==> src/rtl/mem_arbiter.sv <==
// Two-requester memory arbiter. Round-robin between requesters 0 and 1.
// Writes complete in a single strobe cycle and allow back-to-back grants.
// Reads block further grants until the data has been returned, RD_LAT cycles
// after the read strobe.
module mem_arbiter #(
    parameter int RD_LAT = 1
) (
    input  logic       clk,
    input  logic       rst,
    input  logic       req0,
    input  logic       req1,
    input  logic       we0,
    input  logic       we1,
    input  logic [1:0] addr0,
    input  logic [1:0] addr1,
    input  logic [7:0] wdata0,
    input  logic [7:0] wdata1,
    output logic       gnt0,
    output logic       gnt1,
    output logic       rvalid0,
    output logic       rvalid1,
    output logic [7:0] rdata0,
    output logic [7:0] rdata1,
    output logic [1:0] addr,
    output logic       wr_en,
    output logic       rd_en,
    output logic [7:0] wdata,
    input  logic [7:0] rdata
);

    localparam logic [1:0] LAT = 2'(RD_LAT);

    typedef enum logic {IDLE, RD_WAIT} state_t;

    state_t     state, state_nxt;
    logic [1:0] cnt, cnt_nxt;          // cycles elapsed since the read strobe
    logic       last, last_nxt;        // 1 = requester 1 was granted most recently
    logic       owner, owner_nxt;      // requester that issued the pending read
    logic       gnt0_nxt, gnt1_nxt, wr_nxt, rd_nxt, rv0_nxt, rv1_nxt;
    logic [1:0] addr_nxt;
    logic [7:0] wdata_nxt;
    logic       el0, el1, pick1, we_sel;

    // Next-state, arbitration and registered-output precompute
    always_comb begin
        state_nxt = state;
        cnt_nxt   = cnt;
        last_nxt  = last;
        owner_nxt = owner;
        gnt0_nxt  = 1'b0;
        gnt1_nxt  = 1'b0;
        wr_nxt    = 1'b0;
        rd_nxt    = 1'b0;
        rv0_nxt   = 1'b0;
        rv1_nxt   = 1'b0;
        addr_nxt  = addr;
        wdata_nxt = wdata;
        // A requester currently seeing its grant is still holding req this
        // cycle; masking it prevents granting the same request twice.
        el0       = req0 & ~gnt0;
        el1       = req1 & ~gnt1;
        pick1     = el1 & (~el0 | ~last);
        we_sel    = pick1 ? we1 : we0;
        case (state)
            IDLE: begin
                if (el0 | el1) begin
                    gnt0_nxt  = ~pick1;
                    gnt1_nxt  = pick1;
                    last_nxt  = pick1;
                    addr_nxt  = pick1 ? addr1 : addr0;
                    wdata_nxt = pick1 ? wdata1 : wdata0;
                    if (we_sel) begin
                        wr_nxt = 1'b1;
                    end else begin
                        rd_nxt    = 1'b1;
                        state_nxt = RD_WAIT;
                        cnt_nxt   = 2'd0;
                        owner_nxt = pick1;
                    end
                end
            end
            RD_WAIT: begin
                // Memory data is valid while cnt == LAT; it is captured at the
                // end of that cycle and presented with rvalid the next one.
                if (cnt == LAT) begin
                    state_nxt = IDLE;
                    rv0_nxt   = ~owner;
                    rv1_nxt   = owner;
                end else begin
                    cnt_nxt = cnt + 2'd1;
                end
            end
            default: state_nxt = IDLE;
        endcase
    end

    // State and registered outputs; synchronous reset clears everything
    always_ff @(posedge clk) begin
        if (rst) begin
            state   <= IDLE;
            cnt     <= 2'd0;
            last    <= 1'b1;
            owner   <= 1'b0;
            gnt0    <= 1'b0;
            gnt1    <= 1'b0;
            wr_en   <= 1'b0;
            rd_en   <= 1'b0;
            rvalid0 <= 1'b0;
            rvalid1 <= 1'b0;
            addr    <= 2'd0;
            wdata   <= 8'd0;
            rdata0  <= 8'd0;
            rdata1  <= 8'd0;
        end else begin
            state   <= state_nxt;
            cnt     <= cnt_nxt;
            last    <= last_nxt;
            owner   <= owner_nxt;
            gnt0    <= gnt0_nxt;
            gnt1    <= gnt1_nxt;
            wr_en   <= wr_nxt;
            rd_en   <= rd_nxt;
            rvalid0 <= rv0_nxt;
            rvalid1 <= rv1_nxt;
            addr    <= addr_nxt;
            wdata   <= wdata_nxt;
            if (rv0_nxt) rdata0 <= rdata;
            if (rv1_nxt) rdata1 <= rdata;
        end
    end

endmodule

==> config.mk <==
export PLATFORM = sky130hd
export DESIGN_NAME = mem_arbiter
export DESIGN_NICKNAME = d
export VERILOG_FILES = /design/src/rtl/mem_arbiter.sv
export SDC_FILE = /design/constraint.sdc
export NUM_CORES = 1
export LEC_CHECK = 0
export BUFFER_PORTS_ARGS = -buffer_cell sky130_fd_sc_hd__buf_2
export CAP_MARGIN = 20
export CELL_PAD_IN_SITES_DETAIL_PLACEMENT = 0
export CELL_PAD_IN_SITES_GLOBAL_PLACEMENT = 1
export CORE_ASPECT_RATIO = 0.5
export CORE_MARGIN = 2
export CORE_UTILIZATION = 32
export DETAILED_ROUTE_END_ITERATION = 16
export PLACE_DENSITY = 0.74
export REMOVE_ABC_BUFFERS = 1
export SETUP_SLACK_MARGIN = 0.3
export SLEW_MARGIN = 10
export SYNTH_ARGS = -nofsm -noshare
export SYNTH_HDL_FRONTEND = slang
export SYNTH_SLANG_ARGS = --single-unit
==> constraint.sdc <==
create_clock -name clk -period 1.5 [get_ports clk]
set_input_delay 0.45 -clock clk [delete_from_list [all_inputs] [get_ports clk]]
set_output_delay 0.45 -clock clk [all_outputs]
set_load 0.1 [all_outputs]
# After elaboration in Yosys (flattened, before gate mapping)
# Cells that the tools add are included.
[totals] ff_bits=37 in_bits=34
[op_classes] n_eq_ne=4 n_bitwise=14 n_mux=16 addsub=1 reduce_logical=5
[op_table] cell="$mux W1" count=9
[op_table] cell="$not A1 Y1" count=9
[op_table] cell="$mux W2" count=4
[op_table] cell="$mux W8" count=1
[op_table] cell="$ne A2 B2 Y1 const B" count=3
[op_table] cell="$reduce_and A3 Y1" count=2
[op_table] cell="$pmux W2 S2" count=1
[op_table] cell="$and A1 B1 Y1" count=3
[op_table] cell="$reduce_or A3 Y1" count=1
[op_table] cell="$add A2 B1 Y2 const B" count=1
[op_table] cell="$eq A2 B1 Y1 const B" count=1
[op_table] cell="$or A1 B1 Y1" count=2
[op_table] cell="$pmux W1 S2" count=1
[op_table] cell="$reduce_and A2 Y1" count=1
[op_table] cell="$reduce_or A2 Y1" count=1

# Depth between registers and ports, before layout
[logic_depth] word_depth=9 mapped_depth=7

# Worst setup path after synthesis
# OpenSTA, ideal clock, no wires.
[synth_timing] kind="register to register" start="register gnt0" end="register cnt[0]" setup_time_ns=0.088 path_buffers=0 stages_incl_launch_ff=5 setup_slack_ns=-0.353 t_arrival_ns=1.765 t_required_ns=1.412 cell_sequence="dfxtp_1 -> nand3b_4 -> nand2_4 -> mux2i_4 -> a311oi_2"
[synth_via] elab_chain_len=8 word_cells_on_any_way=10 cone_classes="eq/ne: 2; mux: 1; bitwise: 6; reduce/logical: 1"
[synth_rtl] item="start: declaration" line="18" text="output logic gnt0,"
[synth_rtl] item="start signal: assignment" line="119" text="gnt0 <= gnt0_nxt;"
[synth_rtl] item="$not A1 Y1 *" line="60" text="el0 = req0 & ~gnt0;"
[synth_rtl] item="$and A1 B1 Y1 *" line="60"
[synth_rtl] item="$not A1 Y1" line="62" text="pick1 = el1 & (~el0 | ~last);"
[synth_rtl] item="$or A1 B1 Y1" line="62"
[synth_rtl] item="$and A1 B1 Y1" line="62"
[synth_rtl] item="$mux W1" line="63" text="we_sel = pick1 ? we1 : we0;"
[synth_rtl] item="$ne A2 B2 Y1 (no source line)"
[synth_rtl] item="$reduce_and A3 Y1 (no source line) *"
[synth_rtl] item="end signal: assignment" line="116" text="cnt <= cnt_nxt;"
[synth_rtl] item="end: declaration" line="36" text="logic [1:0] cnt, cnt_nxt;"
# Every way passes the cells marked *; elsewhere a longest branch is shown, timed or not.
# A chain may end at the register's enable or synchronous reset.

# Worst setup path in the final report
[layout_timing] start="register wr_en" end="output wr_en"
[layout_rtl] item="start: declaration" line="25" text="output logic wr_en,"
[layout_rtl] item="start signal: assignment" line="121" text="wr_en <= wr_nxt;"
# No word-level cell between the ends.

==> flow_metrics.env <==
export IMPL_status="finished clean"
export IMPL_pin_count=66
export IMPL_wl_mm=4.06
export IMPL_synth_distinct_cells=31
export IMPL_synth_seq_cells=37
export IMPL_cts_tree="done"
export IMPL_die_y_microns=51.9
export IMPL_cp_start_kind="register"
export IMPL_grtUsageMet1_pct=18.4
export IMPL_slowest_stage="dfxtp_2"
export IMPL_synth_most_common_cell="nand2_1"
export IMPL_finalSetupViolCount=0
export IMPL_area_growth_pct=83.1
export IMPL_htreeDepth=2
export IMPL_period_share_pct=85.1
export IMPL_synth_area_top_cells="dfxtp_1, a21oi_1, nand2_1"
export IMPL_crit_path_end_kind="output port"
export IMPL_place_inst=291
export IMPL_whs_path_depth=3
export IMPL_skew_ns=0.00403
export IMPL_worstReg2RegStart="gnt1"
export IMPL_path_buf_inv=1
export IMPL_synth_edf_count=0
export IMPL_post_route_min_period_ns=1.28
export IMPL_grt_pass1_wl_mm=6.40
export IMPL_crit_type="register to output port"
export IMPL_fin_hold_ws_ns=0.397
export IMPL_met2_usage_pct=28.9
export IMPL_syn_inst=174
export IMPL_n_fill_cell=358
export IMPL_yosys_area_top_type_share_pct=50.5
export IMPL_yosysWarnings=0
export IMPL_worstMarginPinSlew_ns=0.301
export IMPL_grt_max_degree=19
export IMPL_clk_pin_slew_ns=0.07
export IMPL_coreArea_sq_um=4400
export IMPL_path_cells="buf_12"
export IMPL_place_area_sq_um=2270
export IMPL_drc=0
export IMPL_use_met3_pct=4.30
export IMPL_power_uw=3450
export IMPL_tns_ns=0
export IMPL_drtIter0Drc=35
export IMPL_avgSynthCellArea_sq_um=8.43
export IMPL_wl_per_cell_microns=13.2
export IMPL_maxSlewViolCount=0
export IMPL_r2r_cells=5
export IMPL_busiest_layer="met2"
export IMPL_relSlewSlack_pct=79.9
export IMPL_finalNonFillerCells=307
export IMPL_r2r_setup_slack_ns=0.29
export IMPL_fmax_ghz=0.783
export IMPL_clock_path_buffers=2
export IMPL_firstDrtPassIters=4
export IMPL_arrival_ns=0.83
export IMPL_worstPathRequired_ns=1.05
export IMPL_via_per_inst=4.87
export IMPL_min_from="wdata0[5]"
export IMPL_p_per_area_nw_per_um2=1290
export IMPL_cts_inserted_buffers=5
export IMPL_grt_pass1_vias=1476
export IMPL_final_antenna_net_count=0
export IMPL_ys_seq_area_share_pct=50.5
export IMPL_clock_latency_ns=0.28
export IMPL_critPathMaxFanout=1
export IMPL_synth_area_leader_cell="dfxtp_1"
export IMPL_vias=1495
export IMPL_nets=284
export IMPL_die_w_microns=99.7
export IMPL_numPortBuffers=65
export IMPL_rows=17
export IMPL_stdcell_area_sq_um=2690
export IMPL_dieArea_sq_um=5170
export IMPL_reg2reg_to="addr[0]"
export IMPL_place_hpwl_mm=2.75
export IMPL_start_util_pct=33.3
export IMPL_rsz0062_at_grt="yes"
export IMPL_diodes=0
export IMPL_synth_common_cells="nand2_1, a21oi_1, dfxtp_1, o21ai_0, buf_2"
export IMPL_grt_remaining_overflow=0
export IMPL_min_to="wdata[5]"
export IMPL_hold_path_class="primary input to register"
export IMPL_clkSinkCount=37
export IMPL_critPathMaxStageDelay_ns=0.36
export IMPL_cts_root_buf="clkbuf_8"
export IMPL_antenna_found_initial=0
export IMPL_ir_drop_uv=621
export IMPL_drive_gt1_share_pct=60.4
export IMPL_power_leakage_uw=0.00109
export IMPL_synth_area_sq_um=1470
export IMPL_ys_flop_type="dfxtp_1"
export IMPL_cap_violations=0
export IMPL_path_delay_family="flip-flops"
export IMPL_async_reset_ff_share_pct=0
export IMPL_finalHoldViolCount=0
export IMPL_grt_total_usage_pct=15.9
export IMPL_place_congestion=0.754
[worst max path at each step]
stage	startpoint	endpoint	slack, ns	depth (start not counted)
final	wr_en	wr_en	0.22	1
after global routing	gnt1	addr[0]	0.20	5
after CTS	rvalid1	rvalid1	0.22	1
after detailed placement	req1	wdata[0]	0.02	5
after global placement	req1	addr[1]	0.08	5
after floorplan	gnt1	state	-0.42	4
[what timing repair did]
| action | 4_1_cts | 5_1_grt |
|---|---|---|
| cloned | 0 | 1 |
| pin swaps | 3 | 4 |
| hold endpoints to repair | 0 | 0 |
| hold buffers | 0 | 0 |
| resized for setup | 63 | 22 |
| endpoints found under the setup margin | 64 | 57 |
| buffers inserted | 7 | 0 |
[registers in the layout, summed over array words and instances, names as in the netlist, 2 cells and up]
name and flops:
rdata0 8, rdata1 8, wdata 8, addr 2, cnt 2
[cells by family after synthesis]
group	share of synthesized area, %
simple gates	19.7
flops	50.5
xor+xnor	0.597
buf+inv	4.86
mux	2.22
fa+ha+maj	0.853
compound gates	21.2
[final cells by class]
type / instances / area [sq um] / share of cell area, %
clock buffers: 7 / 86.3 / 3.22
clock inverters: 1 / 30.0 / 1.12
inverters: 3 / 11.3 / 0.419
multi-input cells: 123 / 753 / 28.1
flip-flops and latches: 37 / 790 / 29.4
well taps: 57 / 71.3 / 2.66
repair buffers: 79 / 943 / 35.1
[layout by cell type (no fill, tap or decap), types with 6 or more instances in the layout]
cell type and count:
nand2_1 45, dfxtp_2 33, buf_2 33, buf_12 32
a21oi_1 27, a21oi_2 12, o21ai_0 10, buf_4 10
clkbuf_8 6
[through the flow]
stage / worst slack [ns] / utilization (%)
after CTS: 0.219 / 58.8
after floorplan: -0.420 / -
after detailed placement: 0.0152 / 51.5
after global routing: 0.196 / 61.0
after global placement: 0.0750 / 51.5
final: 0.223 / 61.0
[routing by layer]
layer	share of wire, %	vias to the layer above
met1	43	704
met4	1.7	0
li1	-	734
met5	0	-
met2	50	51
met3	5.7	6
[power by group]
| part | leakage [uW] | internal (uW) | switching (uW) |
|---|---|---|---|
| logic | 0.000710 | 557 | 809 |
| clock network | 0.0000585 | 542 | 342 |
| registers | 0.000318 | 1090 | 110 |
| total | 0.00109 | 2190 | 1260 |
(Power assumes the default switching activity.)
